### src/rtl/word_packer_pkg.sv
// Shared definitions for the byte-to-word packer: data widths and the
// packer state encoding.
package word_packer_pkg;

   localparam int BYTE_W = 8;
   localparam int WORD_W = 16;

   // EMPTY: nothing held, HIGH: high byte held, FULL: complete word held
   typedef enum logic [1:0] {
      EMPTY = 2'd0,
      HIGH  = 2'd1,
      FULL  = 2'd2
   } packState_t;

endpackage

### src/rtl/word_packer_shl8.sv
// Shift-left-by-8 stage of the datapath, byte-input form: places a byte in
// the upper half of a word and zero-fills the lower half.
module word_packer_shl8
   import word_packer_pkg::*;
(
   input  logic [BYTE_W-1:0] a,
   output logic [WORD_W-1:0] y
);

   // Each result bit is either a zero fill or the source bit eight places down
   for (genvar gi = 0; gi < WORD_W; gi++) begin : gShift
      if (gi < 8) begin : gFill
         assign y[gi] = 1'b0;
      end else begin : gMove
         assign y[gi] = a[gi-8];
      end
   end

endmodule

### src/rtl/word_packer.sv
// Byte-to-word packer: first byte of each pair goes to [15:8], second to
// [7:0]. Valid/ready on both sides, registered word output, handoff counter.
// Optional feature: define WORD_PACKER_FLUSH_EN to add a flush input that
// emits a lone high byte as {byte, 8'h00}.
module word_packer
   import word_packer_pkg::*;
#(
   parameter int CNT_W = 16
)(
   input  logic              clk,
   input  logic              reset,
   input  logic [7:0]        inData,
   input  logic              inValid,
   output logic              inReady,
   output logic [15:0]       outData,
   output logic              outValid,
   input  logic              outReady,
   output logic              hiPending,
   output logic [CNT_W-1:0]  wordCount
`ifdef WORD_PACKER_FLUSH_EN
   ,
   input  logic              flush
`endif
);

   packState_t         stateReg;
   packState_t         stateNext;
   logic [15:0]        outDataReg;
   logic [CNT_W-1:0]   wordCountReg;
   logic [15:0]        shiftedByte;
   logic               flushReq;
   logic               accept;
   logic               handoff;

`ifdef WORD_PACKER_FLUSH_EN
   assign flushReq = flush;
`else
   assign flushReq = 1'b0;
`endif

   assign accept  = inValid && inReady;
   assign handoff = outValid && outReady;

   word_packer_shl8 uShl8 (
      .a (inData),
      .y (shiftedByte)
   );

   // State register
   always_ff @(posedge clk) begin
      if (reset) begin
         stateReg <= EMPTY;
      end else begin
         stateReg <= stateNext;
      end
   end

   // Next-state decision from handshakes and flush
   always_comb begin
      stateNext = stateReg;
      case (stateReg)
         EMPTY: begin
            if (accept) stateNext = HIGH;
         end
         HIGH: begin
            if (flushReq)    stateNext = FULL;
            else if (accept) stateNext = FULL;
         end
         FULL: begin
            // accept only happens together with a handoff, so no bubble
            if (handoff) stateNext = accept ? HIGH : EMPTY;
         end
         default: stateNext = EMPTY;
      endcase
   end

   // Handshake and status outputs decoded from the state register
   always_comb begin
      inReady   = 1'b0;
      outValid  = 1'b0;
      hiPending = 1'b0;
      case (stateReg)
         EMPTY: inReady = 1'b1;
         HIGH: begin
            inReady   = !flushReq;
            hiPending = 1'b1;
         end
         FULL: begin
            inReady  = outReady;
            outValid = 1'b1;
         end
         default: inReady = 1'b0;
      endcase
   end

   // Word register: high-byte load via the shift stage, low-byte fill, flush pad
   always_ff @(posedge clk) begin
      if (reset) begin
         outDataReg <= 16'h0000;
      end else begin
         case (stateReg)
            EMPTY: begin
               if (accept) outDataReg <= shiftedByte;
            end
            HIGH: begin
               if (flushReq)    outDataReg[7:0] <= 8'h00;
               else if (accept) outDataReg[7:0] <= inData;
            end
            FULL: begin
               if (accept) outDataReg <= shiftedByte;
            end
            default: outDataReg <= outDataReg;
         endcase
      end
   end

   // Count completed handoffs, wrapping naturally at the counter width
   always_ff @(posedge clk) begin
      if (reset) begin
         wordCountReg <= '0;
      end else if (handoff) begin
         wordCountReg <= wordCountReg + 1'b1;
      end
   end

   assign outData   = outDataReg;
   assign wordCount = wordCountReg;

endmodule

### config.mk
export PLATFORM = sky130hd
export DESIGN_NAME = word_packer
export DESIGN_NICKNAME = d
export VERILOG_FILES = /design/src/rtl/word_packer_pkg.sv /design/src/rtl/word_packer_shl8.sv /design/src/rtl/word_packer.sv
export SDC_FILE = /design/constraint.sdc
export NUM_CORES = 1
export LEC_CHECK = 0
export CELL_PAD_IN_SITES_DETAIL_PLACEMENT = 1
export CELL_PAD_IN_SITES_GLOBAL_PLACEMENT = 2
export CORE_MARGIN = 3
export CORE_UTILIZATION = 27
export DETAILED_ROUTE_END_ITERATION = 8
export GPL_TIMING_DRIVEN = 0
export PLACE_DENSITY_LB_ADDON = 0.1
export SLEW_MARGIN = 5
export SYNTH_ARGS = -nofsm -noshare
export SYNTH_HDL_FRONTEND = slang
export SYNTH_SLANG_ARGS = --single-unit
export TNS_END_PERCENT = 20
### constraint.sdc
create_clock -name clk -period 4 [get_ports clk]
set_clock_uncertainty 0.05 [all_clocks]
set_input_delay 0.8 -clock clk [delete_from_list [all_inputs] [get_ports clk]]
set_output_delay 0.8 -clock clk [all_outputs]
set_load 0.01 [all_outputs]
Word-level counts from Yosys, hierarchy flattened. Index checks and enable logic that the tools add are counted.

Reduce and logical (&&, ||, !) cells: 9. Mux-type cells: 11. Add/subtract/negate cells: 1. Eq/ne operators: 6.

Operators by type and width (number): adder 16 x 1 -> 16 bit, second input constant (1); 2-to-1 mux 8 bit (2); one-hot mux 8 bit (2 select lines) (1); 2-to-1 mux 2 bit (3); != test 2 bit, second input constant (3); one-hot mux 2 bit (3 select lines) (1); AND reduction 3 bit (2); OR reduction 2 bit (2); 2-to-1 mux 1 bit (3); == test 2 x 1 -> 1 bit, second input constant (1); == test 2 bit, second input constant (1); logical AND 1 bit (2); zero test 2 bit (1); != test 2 x 1 -> 1 bit, second input constant (1); one-hot mux 1 bit (2 select lines) (1); AND reduction 2 bit (1); nonzero test 2 bit (1).

Input bits: 12. Output and inout port bits: 35. Bits in registers: 34. Logic and storage cells: 31.

Longest topological paths before layout.
Depth in word-level cells: 7. Depth in mapped cells: 6. Mapped depth without buffers: 4.

Modules after synthesis. A second synthesis with hierarchy kept.

Cell total of the unflattened synthesis: 177. Area total of the unflattened synthesis: 1571.5 µm².

Modules (own cells, without submodules): word_packer (sequential area each 680.7 µm², area each 1447.6 µm², times used 1, cells each 160); word_packer_shl8 (sequential area each 0.0 µm², area each 123.9 µm², times used 1, cells each 17).

Worst setup path before layout. OpenSTA, ideal clock, no wires.

Kind: input -> output. Start point: input port outReady. End point: output port inReady. Buffers on the path: 0. Stages on the path: 2. Arrival time: 1142 ps. Data required time: 3150 ps. Path slack: 2008 ps. Cell sequence: or2b_1 nand2_1.

Word-level cells in the longest chain between the ends: 1.

Ends and longest elaborated chain: start: declaration (line word_packer.sv:17) `input logic outReady,`; one-hot mux 1 bit (2 select lines) (line word_packer.sv:82) `case (stateReg)`; end: declaration (line word_packer.sv:14) `output logic inReady,`.

Every way passes these cells.

Final worst setup path. Same ends and word-level chain as after synthesis.

==> metrics.txt <==
relative slew slack 57.3%; Die X 78.4 µm; Static Leak a little over 0.7 nW; H-tree Lvls 2; power consumption 663 µW; final WL just over 4000 µm; crit path launch type primary input; number of buffers added on ports 45; Iter 0 DRT Violations 48; CP Max Fanout 5; DP Worst Slack 0.847 ns; status finished, final reports clean; Max VDD drop 0.136 mV; Layout area overhead 43.1%; final-report hold violation count 0; FFs w/ async S/R, synth 0%; RSZ-0062 raised after global routing false; I/O Pins 47; Final ANT Viol Nets 0; hold slack between 0.4 and 0.5 ns; die area approximately 0.006 mm²; number of gates resized after cts 0; sequential share of the synthesized area between 40% and 50%; CP required approximately 3.2 ns; syn_nets ~170; setup_tns 0 ns; Die H a little under 80 µm; CTS Sinks 34; max cap viols 0; vias in the first global route 1420; vias ~1.3k; Worst setup EP type primary output; Cell Area, Placed roughly 0.0019 mm²; cells along the critical path clkdlybuf4s50_1 > or2b_1 > nand2_1 > clkdlybuf4s50_1; PwrDens about 330 mW/mm²; Distinct cells, synth 34; max-slew violations 0; Worst-Margin Slew 0.641 ns; dpl cells ~270; Final Critical Period between 3 and 4 ns; CP dominant cell by count clkdlybuf4s50_1; Setup Buffers After CTS 0; critical path's largest stage delay slightly below 0.6 ns; initial antenna violation count 0; fmax 0.318 GHz; first-pass GRT wire length between 6000 and 7000 µm; share of cells above drive strength 1 roughly 4.2%; Crit Path Class in -> out; largest net degree at the start of global routing 11; slowest stage cell, crit path clkdlybuf4s50_1; Inserted Diodes 0; Cell Area, Synth about 0.0014 mm²; final setup vio count 0; DR vias/cell between 4 and 5; initial core utilization between 20 and 30%; Syn Inst Count 161; post-route setup slack roughly 0.86 ns; Yosys Warn Count 0; CTS root buf clkbuf_8; clock-pin slew on the worst setup and hold paths 0.06 ns; Core ar. approximately 0.005 mm²; Num CTS Buffers 5; most common cell after layout, fill and taps aside clkdlybuf4s50_1; detailed placement HPWL between 3000 and 4000 µm; Most used DFF post-synth dfxtp_1; crit share post-route between 70 and 80%; hold-fix buffers at CTS 0; DR WL/cell 14.4 µm; DRT Pass-1 Iters 4; num rows 25; final net count approximately 230; worst skew pair latency around 0.28 ns; post-route insts no fill 280; Post-Syn Area per Cell 8.79 µm²; commonest non-fill, non-tap cells in the layout clkdlybuf4s50_1 (45), dfxtp_1 (34), nor2_1 (18), a21oi_1 (18), nand2_1 (16); CTS tree built; fin util between 40% and 50%; Tightest Hold Check Type reg -> reg; gpl congestion between 0.7 and 0.8; Arrival @ worst endpoint ~2.3 ns; global route overflow 0; # fillers 599; Post-synth EDFFs 0; total track usage 14.4%; clock tree buffer depth 2; post-route cell area 0.00203 mm²; DRC 0; Seq cells post-synth 34
==> where the power goes <==
part	leakage [nW]	switching (mW)	internal [mW]
clock	0.0383	0.114	0.120
combinational	0.401	0.0373	0.0387
sequential	0.276	0.00554	0.348
total	0.715	0.157	0.506
==> cell type report <==
| cell class | count | area, µm² | share of cell area (%) |
|---|---|---|---|
| inverters | 3 | 11.3 | 0.556 |
| repair buffers | 45 | 450 | 22.2 |
| well taps | 67 | 83.8 | 4.14 |
| flip-flops and latches | 34 | 681 | 33.6 |
| plain buffers | 8 | 40.0 | 1.98 |
| clock buffers | 7 | 76.3 | 3.77 |
| multi-input cells | 116 | 683 | 33.7 |
==> kinds of logic (layout without fill, tap and decap cells) <==
family	count (synthesis)	in the layout	share of synthesized area, %
AO/OA/AOI/OAI	28	28	10.8
XOR/XNOR	8	8	4.95
adder cells (fa/ha/maj)	1	1	0.884
buffers and inverters	11	63	3.62
flip-flops	34	34	48.1
multiplexers	8	8	5.66
AND/OR/NAND/NOR	71	71	26.0
==> Yosys cell counts, types with 2 or more instances <==
| cell type | instances | area [µm²] |
|---|---|---|
| nand4_1 | 4 | 25.0 |
| mux2i_1 | 8 | 80.1 |
| clkbuf_1 | 5 | 18.8 |
| or4_1 | 2 | 15.0 |
| nor3_1 | 2 | 10.0 |
| o31ai_1 | 2 | 15.0 |
| or3_1 | 5 | 31.3 |
| xnor2_1 | 4 | 35.0 |
| o21ai_0 | 5 | 25.0 |
| a21oi_1 | 18 | 90.1 |
| nand3_1 | 13 | 65.1 |
| dfxtp_1 | 34 | 681 |
| xor2_1 | 4 | 35.0 |
| nor2_1 | 18 | 67.6 |
| nand2_1 | 16 | 60.1 |
| inv_1 | 3 | 11.3 |
==> worst max-delay path: cells and delay by family <==
kind                   cells  cell delay [ns]
buffers and inverters      2             1.11
and+or+nand+nor            2             0.38
==> sequential cells by signal, indices dropped and copies added, names as in the netlist <==
name	cells
outData	16
wordCount	16
stateReg	2
==> final timing paths <==
check,startpoint,to,slack (ns),depth (start not counted)
hold reg to reg,outData[0],outData[0],0.41,2
setup / recovery,outReady,inReady,0.86,4
hold / removal,outData[0],outData[0],0.41,2
setup reg to reg,wordCount[0],wordCount[15],2.23,5
==> layer usage <==
| layer | vias up | routed length (µm) | global-route usage, % | part of all wire, % |
|---|---|---|---|---|
| li1 | 659 | - | - | - |
| met1 | 650 | 1760 | 16.6 | 44 |
| met2 | 33 | 1980 | 25.4 | 49 |
| met3 | 5 | 246 | 4.93 | 6.1 |
| met4 | 0 | 42 | 3.67 | 1.0 |
| met5 | - | 0 | 0 | 0 |
(Power assumes the default switching activity.)
